## config.mk

```make
export PLATFORM = sky130hd
export DESIGN_NAME = pwm_multi_ctrl
export DESIGN_NICKNAME = d
export VERILOG_FILES = /design/src/rtl/pwm_multi_ctrl.sv
export SDC_FILE = /design/constraint.sdc
export NUM_CORES = 1
export LEC_CHECK = 0
export CAP_MARGIN = 10
export CORE_ASPECT_RATIO = 1.5
export CORE_UTILIZATION = 26
export DETAILED_ROUTE_END_ITERATION = 8
export GPL_TIMING_DRIVEN = 0
export SYNTH_ARGS = -nofsm -noshare
export SYNTH_HDL_FRONTEND = slang
export SYNTH_SLANG_ARGS = --single-unit
```

## constraint.sdc

```tcl
create_clock -name clk -period 2.45 [get_ports clk]
set_input_delay 0.3675 -clock clk [delete_from_list [all_inputs] [get_ports clk]]
set_output_delay 0.3675 -clock clk [all_outputs]
set_load 0.05 [all_outputs]
```

## src/rtl/pwm_multi_ctrl.sv

```systemverilog
// pwm_multi_ctrl: NCH-channel PWM generator sharing one period counter.
// Two push buttons (increase_duty / decrease_duty) are synchronised, debounced
// on a divided tick and edge-detected; each press steps the duty of channel
// ch_sel by one clk cycle, saturating at 0 and PERIOD.
// Optional macro PWM_SHADOW_UPDATE_EN: duty changes are held in a shadow
// register and applied at the next period start instead of immediately.
module pwm_multi_ctrl #(
  parameter int NCH     = 4,
  parameter int PERIOD  = 10,
  parameter int DEB_DIV = 2,
  localparam int CW = $clog2(PERIOD),
  localparam int DW = $clog2(PERIOD + 1),
  localparam int SW = (NCH > 1) ? $clog2(NCH) : 1
) (
  input  logic          clk,
  input  logic          rst_n,
  input  logic          increase_duty,
  input  logic          decrease_duty,
  input  logic [SW-1:0] ch_sel,
  output logic [NCH-1:0] pwm_out,
  output logic [DW-1:0] duty_rd,
  output logic          period_start
);

  localparam int TW = (DEB_DIV > 1) ? $clog2(DEB_DIV) : 1;
  localparam logic [DW-1:0] DMAX  = DW'(PERIOD);
  localparam logic [DW-1:0] DHALF = DW'(PERIOD / 2);
  localparam logic [CW-1:0] CMAX  = CW'(PERIOD - 1);
  localparam logic [TW-1:0] TMAX  = TW'(DEB_DIV - 1);

  // bit 0 = increase button, bit 1 = decrease button
  logic [1:0]    btn_meta, btn_sync, s1, s2, press;
  logic [TW-1:0] tcnt;
  logic          tick;
  logic          inc_p, dec_p, ch_ok;
  logic [CW-1:0] cnt;
  logic [DW-1:0] duty        [NCH];
  logic [DW-1:0] active_duty [NCH];

  // two-flop synchroniser for both raw buttons
  always_ff @(posedge clk or negedge rst_n) begin
    if (!rst_n) begin
      btn_meta <= '0;
      btn_sync <= '0;
    end else begin
      btn_meta <= {decrease_duty, increase_duty};
      btn_sync <= btn_meta;
    end
  end

  // debounce tick divider
  always_ff @(posedge clk or negedge rst_n) begin
    if (!rst_n) tcnt <= '0;
    else if (tcnt == TMAX) tcnt <= '0;
    else tcnt <= tcnt + 1'b1;
  end

  assign tick = (tcnt == TMAX);

  // debounced sample pair, advanced only on tick
  always_ff @(posedge clk or negedge rst_n) begin
    if (!rst_n) begin
      s1 <= '0;
      s2 <= '0;
    end else if (tick) begin
      s1 <= btn_sync;
      s2 <= s1;
    end
  end

  assign press = s1 & ~s2 & {2{tick}};
  // simultaneous presses cancel out
  assign inc_p = press[0] & ~press[1];
  assign dec_p = press[1] & ~press[0];
  assign ch_ok = (int'(ch_sel) < NCH);

  // programmed duty registers, stepped by debounced presses
  always_ff @(posedge clk or negedge rst_n) begin
    if (!rst_n) begin
      for (int unsigned i = 0; i < NCH; i++) duty[i] <= DHALF;
    end else if (ch_ok) begin
      for (int unsigned i = 0; i < NCH; i++) begin
        if (ch_sel == SW'(i)) begin
          if (inc_p && duty[i] != DMAX) duty[i] <= duty[i] + 1'b1;
          else if (dec_p && duty[i] != '0) duty[i] <= duty[i] - 1'b1;
        end
      end
    end
  end

`ifdef PWM_SHADOW_UPDATE_EN
  // shadow copy loaded on the last cycle of each period
  always_ff @(posedge clk or negedge rst_n) begin
    if (!rst_n) begin
      for (int unsigned i = 0; i < NCH; i++) active_duty[i] <= DHALF;
    end else if (cnt == CMAX) begin
      for (int unsigned i = 0; i < NCH; i++) active_duty[i] <= duty[i];
    end
  end
`else
  // programmed duty takes effect immediately
  always_comb begin
    for (int unsigned i = 0; i < NCH; i++) active_duty[i] = duty[i];
  end
`endif

  // shared period counter
  always_ff @(posedge clk or negedge rst_n) begin
    if (!rst_n) cnt <= '0;
    else if (cnt == CMAX) cnt <= '0;
    else cnt <= cnt + 1'b1;
  end

  // registered PWM compare per channel
  always_ff @(posedge clk or negedge rst_n) begin
    if (!rst_n) begin
      pwm_out <= '0;
    end else begin
      for (int unsigned i = 0; i < NCH; i++) pwm_out[i] <= (DW'(cnt) < active_duty[i]);
    end
  end

  // readback of the selected channel's programmed duty
  always_comb begin
    duty_rd = '0;
    if (ch_ok) duty_rd = duty[ch_sel];
  end

  // cnt idles at 0 during reset, so the strobe is gated by rst_n to stay low there
  assign period_start = rst_n & (cnt == '0);

endmodule

```

# == Yosys cells after proc, flatten, opt, wreduce, memory -nomap -nowiden ==
# Cells that the tools add are included.
# word_totals
ff_bits,33
input_bits,6
out_inout_bits,9
wordCells,78
# classes
add_sub_neg,10
n_lt_le_gt_ge,5
eq_ne,8
muxes,13
bitwise,9
n_reduce_logical,22
# ops
cell,count
$mux 4,11
$add 4x1->4 const B,5
$lt 4x4->1,4
$ne 4x4->1 const B,4
$reduce_bool 4->1,4
$sub 4x1->4 const B,4
$bmux 4 s2,1
$logic_and 1x1->1,8
$reduce_and 2->1,4
$reduce_bool 2->1,4
$and 2x2->2,2
$eq 2x2->1 const B,2
$eq 4x4->1 const B,1
$logic_not 4->1,1
$and 1x1->1,3
$ge 3x3->1 const B,1
$not 2->3,1
$eq 2x1->1 const B,1
$logic_not 2->1,1
$not 1->1,2
$not 2->2,1
$add 1x1->1 const B,1
$mux 1,1

# == Logic depth before layout (Yosys ltp) ==
# Gate-level depths: netlist of run 1.
# depth
ltp_word,8
depth_mapped,9
depth_no_buf,8

# == Worst setup path after synthesis of run 1 ==
# Ideal clock, no wire load.
# synth_timing
path_kind,reg-to-reg
start,register duty (netlist bit active_duty[4])
end,register duty (netlist bit active_duty[7])
setup_time_ps,123
arrival_time_ps,1884
required_ps,2327
path_slack_ps,443
path_stages_with_launch,9
n_path_buf,0
synth_period_minus_slack_ps,2007
path_cell_list,dfstp_2 nand4bb_1 nand4_1 ha_1 a21o_1 a21oi_1 xor2_1 nor2_1 xnor2_1
# synth_between
elab_chain_len,4
elab_cells_between_ends,10
classes_between,add/sub (2); eq/ne (1); mux (2); reduce/logical (5)
# synth_rtl
element,line,text
from (decl),37,logic [DW-1:0] duty [NCH];
"parallel branches: the longest is 4 deep, another holds $sub 4x1->4",n/a,
# Parallel ways; which one is timed is not known. The select of a mux whose other input is x is not followed.
# A chain may end at the register's enable or synchronous reset.

# == Worst setup path after layout of run 1 ==
# layout_timing
start,register duty (netlist bit active_duty[1])
end,output duty_rd[1]
# layout_between
elab_chain_len,3
# layout_rtl
element,line,text
$bmux 4 s2,126,if (ch_ok) duty_rd = duty[ch_sel];
$mux 4 (not written as such) (2 in series),126,
to (decl),21,"output logic [DW-1:0] duty_rd,"
# No other way between the ends. The select of a mux whose other input is x is not followed.

==> results of run 1 <==
-- routing by layer --
layer | vias up | share of wire (%) | track usage [%] | wire [um]
met3 | 5 | 2.6 | 2.693 | 109
li1 | 678 | - | - | -
met5 | - | 0 | 0 | 0
met4 | 0 | 3.1 | 7.407 | 129
met2 | 17 | 50 | 19.11 | 2092
met1 | 663 | 44 | 13.57 | 1844
-- sequential cells by signal (all words and copies together), names as in the netlist --
signal,flops
pwm_out,4
s2,2
cnt,4
active_duty,16
tcnt,1
btn_sync,2
s1,2
btn_meta,2
-- where the power goes --
group | internal [uW] | switching (uW)
Combinational | 562 | 636
Sequential | 768 | 259
Clock | 507 | 241
Total | 1840 | 1140
-- worst min-delay path by stage --
| stage | cells past startpoint | slack (ps) | endpoint | start |
|---|---|---|---|---|
| floorplan | 0 | 70 | active_duty[11]$_DFFE_PN0P_ | rst_n |
| global placement | 0 | 330 | btn_sync[1]$_DFF_PN0_ | btn_meta[1]$_DFF_PN0_ |
| detailed placement | 0 | 340 | btn_sync[1]$_DFF_PN0_ | btn_meta[1]$_DFF_PN0_ |
| CTS | 1 | 180 | cnt[2]$_DFF_PN0_ | rst_n |
| global route | 1 | 100 | cnt[3]$_DFF_PN0_ | rst_n |
| finish | 1 | 60 | cnt[3]$_DFF_PN0_ | rst_n |
-- cell usage after synthesis (all sizes together) --
master,count
dfstp,8
nor3,6
xnor2,9
and2,1
mux2,9
nand2,2
mux4,4
fa,4
mux2i,1
a21oi,13
o2111ai,2
nand4bb,4
nor2,8
buf,5
dfrtp,25
nand2b,5
inv,16
xor2,8
and3,4
nor2b,1
a21boi,4
nand4,4
o21ai,7
ha,20
a22o,1
nor4,5
a21o,4
-- stage by stage --
step | cell area (um^2) | total power (uW)
3_5_place_dp | 2350 | 2246
3_3_place_gp | 2355 | 2207
4_1_cts | 2526 | 3023
2_1_floorplan | 2107 | 1886
5_1_grt | 2531 | 3220
6_report | 2531 | 2973
-- final cells by class --
class / count / area [um^2] / share of cell area [%]
clock inverters: 2 / 37.54 / 1.483
flip-flops and latches: 33 / 835.8 / 33.02
inverters: 16 / 60.06 / 2.373
multi-input cells: 126 / 1169 / 46.17
plain buffers: 5 / 42.54 / 1.681
well taps: 102 / 127.6 / 5.042
clock buffers: 6 / 138.9 / 5.487
repair buffers: 12 / 120.1 / 4.745
-- layout by cell type (no fill, tap or decap), types with 2 or more instances in the layout --
master           netlist  final
a21boi_0               4      4
a21o_1                 4      4
a21oi_1               13     13
and3_2                 4      4
buf_4                  2      2
buf_6                  2      2
clkbuf_16              0      5
clkdlybuf4s50_1        0     10
dfrtp_1               25     25
dfstp_2                8      8
fa_1                   4      4
ha_1                  20     20
inv_1                 16     16
mux2_2                 7      7
mux2_4                 2      2
mux4_2                 4      4
nand2_1                2      2
nand2b_1               4      4
nand4_1                4      4
nand4bb_1              4      4
nor2_1                 8      8
nor3_1                 4      4
nor3_2                 2      2
nor4_1                 5      5
o21ai_0                5      5
o21ai_2                2      2
xnor2_1                9      9
xor2_1                 8      8
-- cells by family (layout without fill, tap and decap cells) --
kind of cell / count (synthesis) / in the layout / synth area share, %
buffers and inverters: 21 / 41 / 4.869
adder cells (fa/ha/maj): 24 / 24 / 15.68
flip-flops: 33 / 33 / 39.67
AND/OR/NAND/NOR: 40 / 40 / 12.47
XOR/XNOR: 17 / 17 / 7.067
multiplexers: 14 / 14 / 9.917
AO/OA/AOI/OAI: 31 / 31 / 10.33
-- worst max-delay path, cell delays in order (launching register included) --
cell and delay [ps]:
dfrtp_1 480, mux4_2 500, clkdlybuf4s50_1 720
==> flow_summary.yaml, run 1 <==
status:
  outcome: "finished clean"
timing:
  timing.final.ws_setup_ps: 97.80
  whs_ps: 58.86
  min_period_over_period_pct: 96.01
  rsz0062_at_grt: "false"
  fin_tns_setup_ps: 0
  tightest_slew_ps: 502.4
  finalSetupViolations: 0
  fmax_mhz: 425.1
  report.final.hold_viol_count: 0
  finClkSkew_ps: 5.367
  relSlewSlack_pct: 66.40
  fin_crit_ps: 2352
  drv_slew: 0
worst_setup_path:
  endpoint: "duty_rd[1]"
  rr_worst_depth: 8
  r2r_start: "active_duty[12]$_DFFE_PN1P_"
  critPathLaunch: "active_duty[1]$_DFFE_PN0P_"
  crit_path_max_fanout: 7
  path_class: "reg2out"
  cp-end-kind: "output pin"
  r2r_slack_ps: 230
  start_kind: "flip-flop"
  reg2reg_to: "active_duty[15]$_DFFE_PN0P_"
  cp.arrival_ps: 1980
  cp.required_ps: 2080
clocking:
  cts_inserted_buffers: 5
  postCtsSetupRepairBufs: 0
  htreeDepth: 2
  ctsHoldBuffers: 0
  clockRootBuffer: "clkbuf_16"
  path_clk_slew_ps: 60
  worstSkewPairLatency_ps: 280
  cts_resized: 0
  cts_buffer_depth: 2
  cts_tree: "built"
  cts_sinks: 33
floorplanning:
  rows: 39
  dieArea_um2: 8475
  initial_core_util_pct: 27.33
  ios: 15
  core_area_um2: 7710
  fp.dieW_um: 75.50
  die_h_um: 112.3
synth:
  syn_inst: 180
  postSynthAreaPerCell_um2: 11.71
  syn_area_um2: 2107
  yosys_warnings: 0
  ys_ff_latch: 33
  synthTopCellsByArea: "dfrtp_1 (30%), ha_1 (12%), dfstp_2 (10%)"
  ys_types: 34
  synth_top_cell_area_share_pct: 29.69
  ys_seq_area_share_pct: 39.67
  syn_nets: 210
  synth_area_leader_cell: "dfrtp_1"
power_and_ir_drop:
  leakage_uw: 0.001122
  irDropWorstVdd_v: 0.0003657
  power_density_nw_per_um2: 1175
global_routing:
  groute.usage.overall_pct: 11.77
  grt_overflow: 0
  grt_pass1_vias: 1475
  grt_max_degree: 35
  grt_antenna_before_repair: 0
  grt_pass1_wl_um: 7251
placement:
  place_hpwl_um: 2974
  dp_cells: 294
  pre_cts_ws_ps: 43.66
  gp_congestion: 0.7264
  io_buffers: 12
final_layout:
  postLayoutCoreUtil_pct: 32.83
  antennaDiodeCount: 0
  drive_above_1_share_pct: 23.50
  stdcell_count: 302
  fillCellCount: 807
  nets: 229
  syn_to_final_growth_pct: 20.13
routing:
  drtPass1Iterations: 5
  via_per_inst: 4.513
  first_iter_violations: 80
  detail-route-antenna-nets: 0
  wire_per_inst_um: 13.83
  drc_errors: 0
  wirelength_um: 4177
  num_vias: 1363
job:
  max-cap-violations: 0
min_path:
  hp-class: "in2async"
(Power assumes the default switching activity.)
==> inputs of run 2 (changes only) <==
GPL_ROUTABILITY_DRIVEN = 0   (was not set)
MAX_ROUTING_LAYER = met4   (was not set)
==> run 2 against run 1 <==
Critical path depth unchanged. Maximum frequency up 0.14%. Sequential share of layout area unchanged. Global-route usage up 0.36 points. Combinational power hardly changed. Worst hold slack got worse by 0.59 ps. Critical endpoint unchanged.
==> flow_summary.yaml, run 2 (synthesis gave the netlist of run 1 again) <==
final_layout:
  top_regs: "active_duty (16), cnt (4), pwm_out (4)"
  regMostFlops: "active_duty"
  antennaDiodeCount: 0
  nets: 229
  syn_to_final_growth_pct: 20.13
  final_common_cell: "dfrtp_1"
  seqCellArea_um2: 835.8
  multi_input_area_um2: 1169
  layout_common_cells: "dfrtp_1 (25), ha_1 (20), inv_1 (16), a21oi_1 (13), clkdlybuf4s50_1 (10)"
  fillCellCount: 807
  largest_reg_flops: 16
  drive_above_1_share_pct: 23.50
job:
  max-cap-violations: 0
routing:
  num_vias: 1367
  wirelength_um: 4190
  drtPass1Iterations: 4
  wire_per_inst_um: 13.87
  detail-route-antenna-nets: 0
  via_per_inst: 4.526
  first_iter_violations: 79
  drc_errors: 0
power_and_ir_drop:
  irDropWorstVdd_v: 0.0003665
  leakage_uw: 0.001122
  power_density_nw_per_um2: 1175
placement:
  pre_cts_ws_ps: 43.66
  place_hpwl_um: 2974
  io_buffers: 12
min_path:
  hp-class: "in2async"
clocking:
  postCtsSetupRepairBufs: 0
  ctsHoldBuffers: 0
  htreeDepth: 2
  clockRootBuffer: "clkbuf_16"
  worstSkewPairLatency_ps: 290
  cts_inserted_buffers: 5
  cts_tree: "built"
  cts_sinks: 33
  cts_buffer_depth: 2
  path_clk_slew_ps: 60
floorplanning:
  fp.dieW_um: 75.50
  core_area_um2: 7710
  die_h_um: 112.3
  ios: 15
  dieArea_um2: 8475
  rows: 39
  initial_core_util_pct: 27.33
timing:
  whs_ps: 58.27
  min_period_over_period_pct: 95.88
  fin_tns_setup_ps: 0
  drv_slew: 0
  finClkSkew_ps: 5.223
  fin_crit_ps: 2349
  finalSetupViolations: 0
  tightest_slew_ps: 502.4
  rsz0062_at_grt: "false"
  fmax_mhz: 425.7
  report.final.hold_viol_count: 0
  timing.final.ws_setup_ps: 101.0
  relSlewSlack_pct: 66.40
global_routing:
  grt_max_degree: 35
  grt_pass1_wl_um: 7258
  groute.usage.overall_pct: 12.13
  grt_overflow: 0
  grt_pass1_vias: 1476
  grt_antenna_before_repair: 0
worst_setup_path:
  cp.required_ps: 2080
  r2r_start: "active_duty[12]$_DFFE_PN1P_"
  path_class: "reg2out"
  crit_path_max_fanout: 7
  cp.arrival_ps: 1980
  cp-end-kind: "output pin"
  critPathLaunch: "active_duty[1]$_DFFE_PN0P_"
  start_kind: "flip-flop"
status:
  outcome: "finished clean"
==> run 2: cell counts in the layout (fill, tap and decap cells not counted) <==
Identical to the previous run, type by type.
==> run 2: metal layers <==
layer	vias up	global-route usage, %	wire length (um)
met5	-	-	0
met3	5	2.693	136
met2	20	19.11	2105
li1	680	-	-
met4	0	7.407	130
met1	662	13.62	1817
==> run 2: timing repair <==
item,4_1_cts,5_1_grt
hold endpoints to repair,0,0
resized for setup,0,2
setup endpoints to repair,0,1
==> run 2: power by group <==
part           total (uW)  leakage [uW]  internal, uW  switching [uW]
combinational        1200      0.000669           562             637
clock                 750     0.0000831           507             243
sequential           1030      0.000370           768             258
total                2980       0.00112          1840            1140
==> run 2: final timing paths <==
path	end	cells after the start	slack, ps
setup / recovery	duty_rd[1]	2	100
hold / removal	cnt[3]$_DFF_PN0_	1	60
setup reg to reg	active_duty[15]$_DFFE_PN0P_	8	230
hold reg to reg	btn_sync[1]$_DFF_PN0_	0	350
max in group asynchronous	active_duty[4]$_DFFE_PN1P_	1	2040
min in group clk	btn_sync[1]$_DFF_PN0_	0	350
==> run 2: per-stage QoR <==
stage / cells / area, um^2 / utilization [%] / total power (uW)
after floorplan: 180 / 2107 / - / 1886
after global placement: 294 / 2355 / 30.54 / 2207
after detailed placement: 294 / 2350 / 30.48 / 2246
after CTS: 302 / 2526 / 32.77 / 3023
after global routing: 302 / 2531 / 32.83 / 3220
final: 302 / 2531 / 32.83 / 2975
==> run 2: area by class of cell <==
type	count	area share [%]
repair buffers	12	4.745
multi-input cells	126	46.17
clock buffers	6	5.487
inverters	16	2.373
well taps	102	5.042
flip-flops and latches	33	33.02
plain buffers	5	1.681
clock inverters	2	1.483
==> run 2: critical path, cell delays in order, from the launching register on <==
cell	delay, ps
dfrtp_1	480
mux4_2	500
clkdlybuf4s50_1	720
==> inputs of run 3 (changes only) <==
clock period = 1.9 ns   (was 2.45 ns; I/O delays follow)
==> run 3 against run 2 <==
The run now ends with setup timing left. Core utilization up 3.2 points. Via count is 9.8% higher. Sequential power increased by 17%. Final cell count grew 9.9%. Wire length up 8.6%. Largest cell class unchanged. First-iteration DRC count did not move. Largest power group unchanged. Highest routed layer unchanged. Critical path depth rose by 6.
==> flow_summary.yaml, run 3 (synthesis gave the netlist of run 1 again) <==
power_and_ir_drop:
  seqPwrFrac_pct: 30.0
  irDropWorstVdd_v: 0.0004317
  comb_power_share_pct: 50.0
  clockPowerShare_pct: 19.9
  power_uw: 4030
  leakage_uw: 0.001249
  power.switching_uw: 1559
  netSwitchingFraction_pct: 38.68
  p_int_uw: 2471
  power_density_nw_per_um2: 1450
clocking:
  cts_sinks: 33
  htreeDepth: 2
  cts_tree: "built"
  cts_inserted_buffers: 5
  clockRootBuffer: "clkbuf_16"
  path_clk_slew_ps: 50
  ctsHoldBuffers: 0
  cts_buffer_depth: 2
  worstSkewPairLatency_ps: 280
global_routing:
  grt_antenna_before_repair: 0
  groute.usage.overall_pct: 12.79
  grt_max_degree: 35
  grt_pass1_wl_um: 7769
  grt_pass1_vias: 1608
  grt_overflow: 0
routing:
  wirelength_um: 4551
  drc_errors: 0
  first_iter_violations: 79
  via_per_inst: 4.521
  drtPass1Iterations: 4
  num_vias: 1501
  detail-route-antenna-nets: 0
  wire_per_inst_um: 13.71
timing:
  drv_slew: 0
  rsz0062_at_grt: "true"
  min_period_over_period_pct: 103.0
  fin_crit_ps: 1957
  finalSetupViolations: 1
  relSlewSlack_pct: 50.14
  finClkSkew_ps: 2.136
  timing.final.ws_setup_ps: -57.32
  fin_tns_setup_ps: -57.32
  tightest_slew_ps: 747.8
  report.final.hold_viol_count: 0
  fmax_mhz: 510.9
floorplanning:
  rows: 39
  ios: 15
  fp.dieW_um: 75.50
  core_area_um2: 7710
  dieArea_um2: 8475
  initial_core_util_pct: 27.33
  die_h_um: 112.3
job:
  max-cap-violations: 0
worst_setup_path:
  cp_num_cells: 8
  r2r_start: "active_duty[4]$_DFFE_PN1P_"
  rr_worst_depth: 8
  cp_slowest_stage_delay_ps: 530
  cp-end-kind: "flip-flop"
  crit_path_max_fanout: 3
  r2r_slack_ps: -60
  path_class: "reg2reg"
  cp.arrival_ps: 2120
  crit_buf_inv: 0
  crit_chain: "nand4bb_1 -> nand4_1 -> ha_1 -> a21o_1 -> a21oi_2 -> xor2_1 -> nor2_1 -> xnor2_1"
  critical_path.top_delay_family: "flip-flops"
  reg2reg_to: "active_duty[7]$_DFFE_PN0P_"
  cp.required_ps: 2070
  start_kind: "flip-flop"
  cpMaxStageDelayCell: "dfstp_2"
final_layout:
  fillCellCount: 798
  seqCellArea_um2: 835.8
  layout_common_cells: "buf_4 (31), dfrtp_1 (25), ha_1 (17), inv_1 (16)"
  final_common_cell: "buf_4"
  largest_reg_flops: 16
  multi_input_area_um2: 1234
  syn_to_final_growth_pct: 31.89
  regMostFlops: "active_duty"
  nets: 260
  antennaDiodeCount: 0
  top_regs: "active_duty (16), cnt (4), pwm_out (4)"
  drive_above_1_share_pct: 39.57
min_path:
  hp-class: "in2async"
status:
  violations: "setup timing"
  outcome: "finished, violations left"
placement:
  pre_cts_ws_ps: -342.4
  place_hpwl_um: 2989
  io_buffers: 12
run 3: power groups by stage:
| stage | Clock, uW | Combinational (uW) | Sequential (uW) |
|---|---|---|---|
| floorplan | 0 | 1100 | 1380 |
| global placement | 0 | 1560 | 1340 |
| detailed placement | 0 | 1600 | 1340 |
| CTS | 820 | 1990 | 1210 |
| global route | 849 | 2240 | 1240 |
| finish | 802 | 2020 | 1210 |
run 3: worst max-delay path by stage:
stage                                     startpoint                    endpoint  slack, ps
after detailed placement                       rst_n                period_start       -340
after global routing      active_duty[4]$_DFFE_PN1P_  active_duty[7]$_DFFE_PN0P_       -140
after floorplan           active_duty[0]$_DFFE_PN1P_  active_duty[3]$_DFFE_PN0P_        -70
final                     active_duty[4]$_DFFE_PN1P_  active_duty[7]$_DFFE_PN0P_        -60
after global placement                         rst_n                period_start      -1330
after CTS                 active_duty[4]$_DFFE_PN1P_  active_duty[7]$_DFFE_PN0P_        -70
run 3: timing repair:
action                                  4_1_cts  5_1_grt
gates cloned                                  1        0
endpoints found under the setup margin       12       15
pin swaps                                    22       17
setup buffers                                28        3
resized for setup                            22       12
run 3: layout make-up:
type,instances,share of cell area (%)
inverters,16,2.161
clock buffers,7,5.133
multi-input cells,126,44.39
well taps,102,4.593
repair buffers,43,12.11
plain buffers,5,1.531
flip-flops and latches,33,30.08
run 3: through the flow:
step	cell area [um^2]	hold WS, ps	util (%)	cells
floorplan	2122	-10.59	-	180
global placement	2370	333.7	30.74	294
global route	2779	143.1	36.04	332
finish	2779	68.88	36.04	332
detailed placement	2365	337.8	30.67	294
CTS	2738	109.9	35.51	330
run 3: layer usage:
metal	up-vias	global-route usage (%)	routed length, um
met5	-	-	0
met4	0	6.914	136
met3	9	2.513	138
met2	20	20.95	2339
met1	737	14.23	1936
li1	735	-	-
